`config.mk`:
```
export PLATFORM = sky130hd
export DESIGN_NAME = pc_sequencer
export DESIGN_NICKNAME = d
export VERILOG_FILES = /design/src/rtl/pc_sequencer.sv
export SDC_FILE = /design/constraint.sdc
export NUM_CORES = 1
export LEC_CHECK = 0
export BUFFER_PORTS_ARGS = -buffer_cell sky130_fd_sc_hd__buf_2
export CAP_MARGIN = 30
export CORE_UTILIZATION = 53
export DETAILED_ROUTE_END_ITERATION = 7
export HOLD_SLACK_MARGIN = 0.1
export PLACE_DENSITY = 0.75
export RECOVER_POWER = 50
export SLEW_MARGIN = 15
export SYNTH_ARGS = -nofsm -noshare
export SYNTH_HDL_FRONTEND = slang
export SYNTH_SLANG_ARGS = --single-unit
```
`constraint.sdc`:
```
create_clock -name input_Clock -period 2.6 [get_ports input_Clock]
set_input_delay 0 -clock input_Clock [delete_from_list [all_inputs] [get_ports input_Clock]]
set_output_delay 0 -clock input_Clock [all_outputs]
set_load 0.02 [all_outputs]
```
`src/rtl/pc_sequencer.sv`:
```
// Program-counter sequencer: holds the instruction address and steps it by
// increment, jump, conditional relative branch, call and return (LIFO stack).
module pc_sequencer #(
  parameter int                    ADDR_WIDTH   = 8,
  parameter int                    OFFSET_WIDTH = 8,
  parameter int                    STACK_DEPTH  = 4,
  parameter logic [ADDR_WIDTH-1:0] RESET_VECTOR = '0
) (
  input  logic                               input_Clock,
  input  logic                               input_Reset,
  input  logic                               input_Stall,
  input  logic [2:0]                         input_Op,
  input  logic                               input_Cond,
  input  logic [ADDR_WIDTH-1:0]              input_Target,
  input  logic [OFFSET_WIDTH-1:0]            input_Offset,
  output logic [ADDR_WIDTH-1:0]              output_PC,
  output logic [$clog2(STACK_DEPTH+1)-1:0]   output_Depth,
  output logic                               output_Overflow,
  output logic                               output_Underflow
);

  localparam int DEPTH_W = $clog2(STACK_DEPTH + 1);

  localparam logic [2:0] OP_INC    = 3'b000;
  localparam logic [2:0] OP_JUMP   = 3'b001;
  localparam logic [2:0] OP_BRANCH = 3'b010;
  localparam logic [2:0] OP_CALL   = 3'b011;
  localparam logic [2:0] OP_RET    = 3'b100;

  localparam logic [DEPTH_W-1:0] DEPTH_FULL = DEPTH_W'(STACK_DEPTH);
  localparam logic [DEPTH_W-1:0] DEPTH_ONE  = DEPTH_W'(1);

  // Sign-extend the branch offset to the address width.
  function automatic logic signed [ADDR_WIDTH-1:0] sext_offset(
    input logic signed [OFFSET_WIDTH-1:0] off
  );
    return ADDR_WIDTH'(off);
  endfunction

  // Address add that wraps modulo 2^ADDR_WIDTH (no saturation on a PC).
  function automatic logic [ADDR_WIDTH-1:0] wrap_add(
    input logic        [ADDR_WIDTH-1:0] base,
    input logic signed [ADDR_WIDTH-1:0] delta
  );
    logic signed [ADDR_WIDTH-1:0] sum;
    sum = $signed(base) + delta;
    return $unsigned(sum);
  endfunction

  logic [ADDR_WIDTH-1:0]  pc_p1;
  logic [DEPTH_W-1:0]     depth_p1;
  logic                   ovf_p1;
  logic                   unf_p1;

  // Indexed by the full depth count; entries at or above depth are never read.
  logic [ADDR_WIDTH-1:0]  stack_mem [2**DEPTH_W];

  logic                   vld_p0;
  logic                   push_p0;
  logic                   stack_full_p0;
  logic                   stack_empty_p0;
  logic [DEPTH_W-1:0]     top_idx_p0;
  logic [ADDR_WIDTH-1:0]  pc_inc_p0;
  logic [ADDR_WIDTH-1:0]  pc_br_p0;
  logic [ADDR_WIDTH-1:0]  pc_nxt_p0;
  logic [DEPTH_W-1:0]     depth_nxt_p0;
  logic                   ovf_nxt_p0;
  logic                   unf_nxt_p0;

  // Stage 0: decode the op against the current PC and stack occupancy.
  assign vld_p0         = ~input_Stall;
  assign stack_full_p0  = (depth_p1 == DEPTH_FULL);
  assign stack_empty_p0 = (depth_p1 == '0);
  assign top_idx_p0     = depth_p1 - DEPTH_ONE;
  assign pc_inc_p0      = wrap_add(pc_p1, ADDR_WIDTH'(1));
  assign pc_br_p0       = wrap_add(pc_p1, sext_offset($signed(input_Offset)));

  always_comb begin
    pc_nxt_p0    = pc_p1;
    depth_nxt_p0 = depth_p1;
    ovf_nxt_p0   = ovf_p1;
    unf_nxt_p0   = unf_p1;
    push_p0      = 1'b0;
    unique case (input_Op)
      OP_INC:    pc_nxt_p0 = pc_inc_p0;
      OP_JUMP:   pc_nxt_p0 = input_Target;
      OP_BRANCH: pc_nxt_p0 = input_Cond ? pc_br_p0 : pc_inc_p0;
      OP_CALL: begin
        if (stack_full_p0) begin
          ovf_nxt_p0 = 1'b1;
        end else begin
          push_p0      = vld_p0 & ~input_Reset;
          pc_nxt_p0    = input_Target;
          depth_nxt_p0 = depth_p1 + DEPTH_ONE;
        end
      end
      OP_RET: begin
        if (stack_empty_p0) begin
          unf_nxt_p0 = 1'b1;
        end else begin
          pc_nxt_p0    = stack_mem[top_idx_p0];
          depth_nxt_p0 = top_idx_p0;
        end
      end
      default: ;
    endcase
  end

  // Stage 1: architectural state; reset outranks stall and every op.
  always_ff @(posedge input_Clock) begin
    if (input_Reset) begin
      pc_p1    <= RESET_VECTOR;
      depth_p1 <= '0;
      ovf_p1   <= 1'b0;
      unf_p1   <= 1'b0;
    end else if (vld_p0) begin
      pc_p1    <= pc_nxt_p0;
      depth_p1 <= depth_nxt_p0;
      ovf_p1   <= ovf_nxt_p0;
      unf_p1   <= unf_nxt_p0;
    end
  end

  always_ff @(posedge input_Clock) begin
    if (push_p0) begin
      stack_mem[depth_p1] <= pc_inc_p0;
    end
  end

  assign output_PC        = pc_p1;
  assign output_Depth     = depth_p1;
  assign output_Overflow  = ovf_p1;
  assign output_Underflow = unf_p1;

endmodule

```
==> results by group, run 1 <==
Outcome
  • Status: finished, final reports clean

Clock network
  • H-tree depth: 3
  • CTS tree: built
  • CTS root buf: clkbuf_8
  • Post-CTS Setup Bufs: 0
  • Post-cts sizing count: 0
  • Worst skew pair latency: 0.35 ns
  • CTS Sinks: 77
  • Clk slew on worst S/H paths: 0.09 ns
  • Num CTS Buffers: 9
  • Clk buf depth: 2

Synth
  • Adder and majority cell fraction of the synthesized area: 4.21%
  • Synthesized instance count: 267
  • Synthesized Nets: 302
  • Syn. warnings: 0
  • Post-synthesis sequential area ratio: 58.2%
  • Flops & latches, synth: 77
  • Main flop type after synthesis: edfxtp_1
  • Post-synthesis cell type count: 51
  • Post-Synth XOR/XNOR Area: 3.74%
  • Asr flop ratio synth: 0%
  • Post-synth EDFFs: 64
  • Avg Cell Area, Syn: 14.0 sq um
  • Simple-gate area share of the yosys netlist: 8.85%
  • Compound-gate portion of the synthesized area: 10.9%
  • Largest family of logic cells by synthesized area: multiplexers
  • Post-Synthesis Cell Area: 3750 sq um
  • Mux contribution to synthesized area: 11.2%

Global routing
  • Pin count of the biggest net entering global routing: 21
  • Total grt overflow: 0
  • All-layer global routing usage: 22.1%
  • Initial antenna violation count: 0
  • First-pass GRT wire length: 11800 um
  • Vias in the first global route: 2299

Detailed routing
  • Met3 wire len: 538 um
  • WL/cell: 18.2 um
  • Final WL: 7710 um
  • Total number of vias: 2417
  • Initial DRC count: 188
  • Post-route antenna net violation count: 0
  • M1 WL: 3290 um
  • # DRC: 0
  • Max layer used: met4
  • First-pass DRT Iterations: 4
  • Vias per cell: 5.71
  • Routed wl met2: 3740 um

Critical path
  • WS Path Type: reg2reg
  • Worst Path Arrival: 2.62 ns
  • CP Capture Type: register
  • Reg-to-Reg Start: output_Depth[1]
  • CP Data Required Time: 2.81 ns
  • Worst-path fanout max: 10
  • R2R depth: 7
  • CP Launch Point: output_Depth[1]
  • CP Launch Type: register

Pwr
  • Pleak: 1.50 nW
  • PD cells: 592 nW/um^2
  • Peak VDD IR: 244 uV

Layout
  • Most common cell after layout, fill and taps aside: edfxtp_1
  • Finished Layout Cells: 423
  • ANT cells: 0
  • Nets: 357
  • Most frequent cells in the layout: edfxtp_1 (64), nor2_1 (27), buf_2 (23)
  • Layout area overhead: 15.5%
  • Fin util: 63.4%
  • Layout cells sized above 1: 21.4%

Floorplan
  • Die ar.: 7410 sq um
  • Die Span X: 86.1 um
  • Core box area: 6830 sq um
  • Row cnt: 30
  • Die height: 86.1 um
  • IO Pins: 36
  • Initial core utilization: 54.9%

Timing
  • Clk_skew: 0.0192 ns
  • Slew HR: 52.4%
  • Fin crit period: 2.41 ns
  • FMAX: 0.416 GHz
  • Setup slack after layout: 0.195 ns
  • Setup-failing EPs final: 0
  • Fin. Hold Viols: 0
  • Final setup TNS: 0 ns
  • Worst Tran Pin Value: 0.709 ns
  • Fin. max-slew vios: 0
  • RSZ-0062 raised after global routing: false
  • Final period utilization: 92.5%

Worst hold path
  • Min-delay worst type: in2reg
  • Min-Delay Path Depth: 5
  • Worst hold path startpoint: input_Target[7]

Placement
  • GPL Wtd Cong: 0.806
  • Setup Slack @ Placement: 0.188 ns
  • Placed Cells: 400
  • Port Buffers: 35
  • DP Wirelength: 5230 um

Run
  • MaxCap Viol Count: 0
flip-flops by register name, summed over array words and instances, names as in the netlist:
name and cells:
stack_mem 64, output_PC 8, output_Depth 3, output_Overflow 1, output_Underflow 1
power by group:
part / switching (W) / internal (W) / leakage, nW
combinational: 0.000165 / 0.000127 / 0.728
clock: 0.000449 / 0.000447 / 0.0976
sequential: 0.0000206 / 0.00135 / 0.678
final timing paths:
check,slack (ns),endpoint
worst max register to register,0.19,output_PC[4]
worst max-delay path,0.19,output_PC[4]
worst min-delay path,0.11,output_PC[7]
worst min register to register,0.50,output_Underflow
repair_timing:
action | 4_1_cts | 5_1_grt
setup endpoints to repair | 0 | 0
endpoints found under the hold margin | 13 | 0
hold buffers | 7 | 0
synthesized netlist by cell type, types with 2 or more instances:
cell      number  area share (%)
edfxtp_1      64              51
nor2_1        27             2.7
nand2_1       17             1.7
dfxtp_1       13             6.9
xnor2_1       12             2.8
ha_1          11             3.7
a21oi_1       10             1.3
mux4_2         9             5.4
nand3_1        9             1.2
buf_2          7            0.93
mux4_1         7             4.9
a22oi_1        6             1.2
inv_1          5            0.50
a211oi_1       4            0.80
clkbuf_1       4            0.40
nand2b_1       4            0.67
nor3_1         4            0.53
xor2_1         4            0.93
a211o_1        3            0.70
a21o_1         3            0.60
a311oi_1       3            0.70
a31oi_1        3            0.50
buf_6          3            0.90
o21ai_0        3            0.40
a221oi_1       2            0.47
a22o_1         2            0.47
mux2_2         2            0.60
nor2b_1        2            0.33
o21bai_1       2            0.40
routing by layer:
layer	GRT usage, %	vias up
li1	-	1155
met1	30.0	1160
met2	34.4	88
met3	5.39	14
met4	9.09	0
met5	0	-
per-stage QoR:
stage / power (W) / instance area [sq um] / hold slack [ns]
6_report: 0.00256 / 4330 / 0.112
5_1_grt: 0.00265 / 4330 / 0.117
4_1_cts: 0.00258 / 4360 / 0.102
3_5_place_dp: 0.00169 / 4090 / 0.370
3_3_place_gp: 0.00168 / 4090 / 0.364
2_1_floorplan: 0.00161 / 3760 / 0.0721
layout make-up:
type	instances	area, sq um
clock inverter	7	72.6
inverter	5	18.8
sequential	77	2180
tap	96	120
fill	518	2500
clock buffer	9	124
timing repair buffer	59	347
multi-input combinational	170	1470
critical path: stages, from the launching register on:
cell	delay [ns]
dfxtp_1	0.48
inv_1	0.13
ha_1	0.55
buf_4	0.26
mux4_1	0.28
a22o_1	0.24
a221oi_1	0.20
a311oi_1	0.12
kinds of logic after synthesis:
| family | after synthesis |
|---|---|
| flip-flops | 77 |
| AND/OR/NAND/NOR | 70 |
| AO/OA/AOI/OAI | 53 |
| buffers and inverters | 20 |
| multiplexers | 19 |
| XOR/XNOR | 16 |
| adder cells (fa/ha/maj) | 12 |
Note: power is estimated with default switching activity, not from simulation.
==> run 2: changes to the inputs <==
--- a/config.mk
+++ b/config.mk
@@ -6,10 +6,11 @@
 export NUM_CORES = 1
 export LEC_CHECK = 0
+export ABC_AREA = 1
 export BUFFER_PORTS_ARGS = -buffer_cell sky130_fd_sc_hd__buf_2
 export CAP_MARGIN = 30
-export CORE_UTILIZATION = 53
+export CORE_UTILIZATION = 54
 export DETAILED_ROUTE_END_ITERATION = 7
 export HOLD_SLACK_MARGIN = 0.1
-export PLACE_DENSITY = 0.75
+export PLACE_DENSITY = 0.76
 export RECOVER_POWER = 50
 export SLEW_MARGIN = 15
==> constraint.sdc (replaced) <==
create_clock -name input_Clock -period 2.6 [get_ports input_Clock]
set_input_delay 0 -clock input_Clock [delete_from_list [all_inputs] [get_ports input_Clock]]
set_output_delay 0 -clock input_Clock [all_outputs]
set_load 0.05 [all_outputs]
==> run 2 against run 1 <==
  * Hold slack got worse by 0.0019 ns
  * Final cell count up 50%
  * Register-to-register slack about the same
  * Synthesized cell count is 75% higher
  * Flip-flop and latch count did not move
  * Synthesized area grew 8.4%
  * Worst setup slack better by 0.0077 ns
  * Highest routed layer unchanged
  * Sequential share of layout area down 4.6 points
  * Die area is 6.3% higher
  * Combinational power up 50%
  * Cell area is 10% higher
  * First-iteration DRC count rose by 78%
==> results by group, run 2 <==
Detailed routing
  • Total number of vias: 3471
  • WL/cell: 15.8 um
  • Initial DRC count: 335
  • First-pass DRT Iterations: 5
  • Final WL: 10000 um
  • Vias per cell: 5.47
  • # DRC: 0
  • Post-route antenna net violation count: 0

Synth
  • Post-synthesis sequential area ratio: 53.7%
  • Area leader, netlist: edfxtp_1
  • Mux contribution to synthesized area: 0%
  • Yosys top cell area share: 47.3%
  • Post-synthesis cell type count: 38
  • Compound-gate portion of the synthesized area: 9.02%
  • Post-synth EDFFs: 64
  • Synth area leaders: edfxtp_1 (47%), nand2_1 (10%), dfxtp_1 (6.4%), nor2_1 (6.3%), inv_1 (4.4%)
  • Syn. warnings: 0
  • Flops & latches, synth: 77
  • Adder and majority cell fraction of the synthesized area: 3.88%
  • Top-count cell post-synth: nand2_1
  • Post-Synthesis Cell Area: 4060 sq um
  • Synthesized Nets: 501
  • Synthesized instance count: 466
  • Asr flop ratio synth: 0%
  • Main flop type after synthesis: edfxtp_1
  • Post-Synth XOR/XNOR Area: 1.23%
  • Post-synth top cells: nand2_1 (110), nor2_1 (68), edfxtp_1 (64)
  • Simple-gate area share of the yosys netlist: 25.4%
  • Avg Cell Area, Syn: 8.72 sq um
  • Largest family of logic cells by synthesized area: simple AND/OR/NAND/NOR gates

Placement
  • DP Wirelength: 7100 um
  • Setup Slack @ Placement: 0.524 ns
  • Port Buffers: 35
  • GPL Wtd Cong: 0.911

Floorplan
  • Row cnt: 31
  • Initial core utilization: 56.0%
  • IO Pins: 36
  • Core box area: 7250 sq um
  • Die Span X: 88.8 um
  • Die ar.: 7880 sq um
  • Die height: 88.8 um

Clock network
  • CTS tree: built
  • Num CTS Buffers: 9
  • Worst skew pair latency: 0.35 ns
  • H-tree depth: 3
  • CTS root buf: clkbuf_8
  • CTS Sinks: 77
  • Clk buf depth: 2
  • Clk slew on worst S/H paths: 0.09 ns

Layout
  • Max FFs per register: 64
  • ANT cells: 0
  • Nets: 566
  • Most frequent cells in the layout: nand2_1 (110), nor2_1 (68), edfxtp_1 (64)
  • Layout cells sized above 1: 14.2%
  • Layout area overhead: 17.4%
  • Biggest register: stack_mem
  • Most common cell after layout, fill and taps aside: nand2_1

Global routing
  • Total grt overflow: 0
  • Initial antenna violation count: 0
  • First-pass GRT wire length: 15700 um
  • Pin count of the biggest net entering global routing: 37
  • Vias in the first global route: 3109
  • All-layer global routing usage: 27.5%

Pwr
  • Pleak: 2.05 nW
  • Sequential power share: 49.2%
  • PD cells: 589 nW/um^2
  • Logic pwr share: 15.6%
  • Clock power frac: 35.2%
  • Switch share: 27.2%
  • P_sw: 0.000765 W
  • Power Internal: 0.00204 W
  • Peak VDD IR: 361 uV

Timing
  • Fin. max-slew vios: 0
  • Setup slack after layout: 0.202 ns
  • Worst hold slack: 0.110 ns
  • FMAX: 0.417 GHz
  • Fin crit period: 2.40 ns
  • Setup-failing EPs final: 0
  • Final period utilization: 92.2%
  • Worst Tran Pin Value: 0.720 ns
  • Slew HR: 52.0%
  • Fin. Hold Viols: 0
  • Clk_skew: 0.0102 ns

Worst hold path
  • Min-delay worst type: in2reg

Critical path
  • CP Capture Type: register
  • CP Data Required Time: 2.84 ns
  • CP peak stage delay: 0.57 ns
  • Slowest CP cell: dlygate4sd3_1
  • CP dominant cell by count: nand2_1
  • Worst-path cell chain: inv_2 -> buf_6 -> ha_1 -> xor2_2 -> nor2_2 -> nand2_1 -> nand2_1 -> nor3_1 -> a21oi_1 -> dlygate4sd3_1
  • Worst-path fanout max: 36
  • Delay-heaviest family, CP: buffers and inverters
  • CP Launch Type: register
  • WS Path Type: reg2reg
  • CP bufs+invs: 3
  • Worst Path Arrival: 2.64 ns

Run
  • MaxCap Viol Count: 0

Outcome
  • Status: finished, final reports clean
==> run 2: changes by cell type after synthesis, moves of 6 or more <==
cell     previous run  this run
nand2_1            17       110
nand3_1             9        28
mux4_2              9         0
xnor2_1            12         0
mux4_1              7         0
a22oi_1             6         0
inv_1               5        48
a21oi_1            10        17
inv_2               0         6
nor2_1             27        68
o21ai_0             3        25
o21ai_1             0        15
==> run 2: cell type report <==
class / instances / area (sq um)
repair buffers: 66 / 427
inverters: 55 / 210
flip-flops and latches: 77 / 2180
well taps: 99 / 124
clock buffers: 9 / 124
clock inverters: 7 / 88.8
fillers: 590 / 2480
multi-input cells: 322 / 1610
==> run 2: timing repair <==
action / CTS / global route
endpoints found under the setup margin: 0 / 2
setup buffers: 0 / 5
resized for setup: 0 / 4
hold endpoints to repair: 11 / 0
hold buffers: 13 / 0
==> run 2: power by group through the flow <==
stage	sequential [W]	combinational, W	clock [W]
finish	0.00138	0.000438	0.000989
CTS	0.00138	0.000424	0.000993
global route	0.00139	0.000484	0.00104
detailed placement	0.00141	0.000407	0
global placement	0.00141	0.000398	0
floorplan	0.00145	0.000245	0
==> run 2: cells by family (layout without fill, tap and decap cells) <==
family,count (synthesis),in the layout
AND/OR/NAND/NOR,237,237
flip-flops,77,77
AO/OA/AOI/OAI,69,69
buffers and inverters,67,137
adder cells (fa/ha/maj),12,12
XOR/XNOR,4,4
==> run 2: worst paths after layout <==
path	startpoint	to	slack, ns	cells past startpoint
max	output_Depth[0]	output_PC[5]	0.20	10
min	input_Offset[7]	output_PC[7]	0.11	6
max reg2reg	output_Depth[0]	output_PC[5]	0.20	10
min reg2reg	output_Overflow	output_Overflow	0.48	1
==> run 2: metrics by stage <==
step / cell area (sq um) / utilization [%] / cells / total power (W) / TNS, ns
CTS: 4730 / 65.3 / 630 / 0.00280 / 0
finish: 4770 / 65.8 / 635 / 0.00281 / 0
global placement: 4390 / 60.5 / 601 / 0.00181 / 0
global route: 4770 / 65.8 / 635 / 0.00291 / -0.000655
floorplan: 4060 / - / 466 / 0.00170 / -5.18
detailed placement: 4390 / 60.5 / 601 / 0.00182 / 0
==> run 2: tightest hold or removal path: cells and delay by family <==
kind	cells	cell delay, ns
buffers and inverters	1	0.09
AO/OA/AOI/OAI	1	0.06
AND/OR/NAND/NOR	3	0.21
XOR/XNOR	1	0.07
==> run 2: per-layer routing <==
| metal | vias up | global-route usage [%] | routed length, um |
|---|---|---|---|
| met5 | - | 0 | 0 |
| met4 | 0 | 11.1 | 244 |
| met3 | 27 | 4.57 | 730 |
| met2 | 149 | 43.1 | 4710 |
| met1 | 1620 | 38.3 | 4360 |
| li1 | 1675 | - | - |
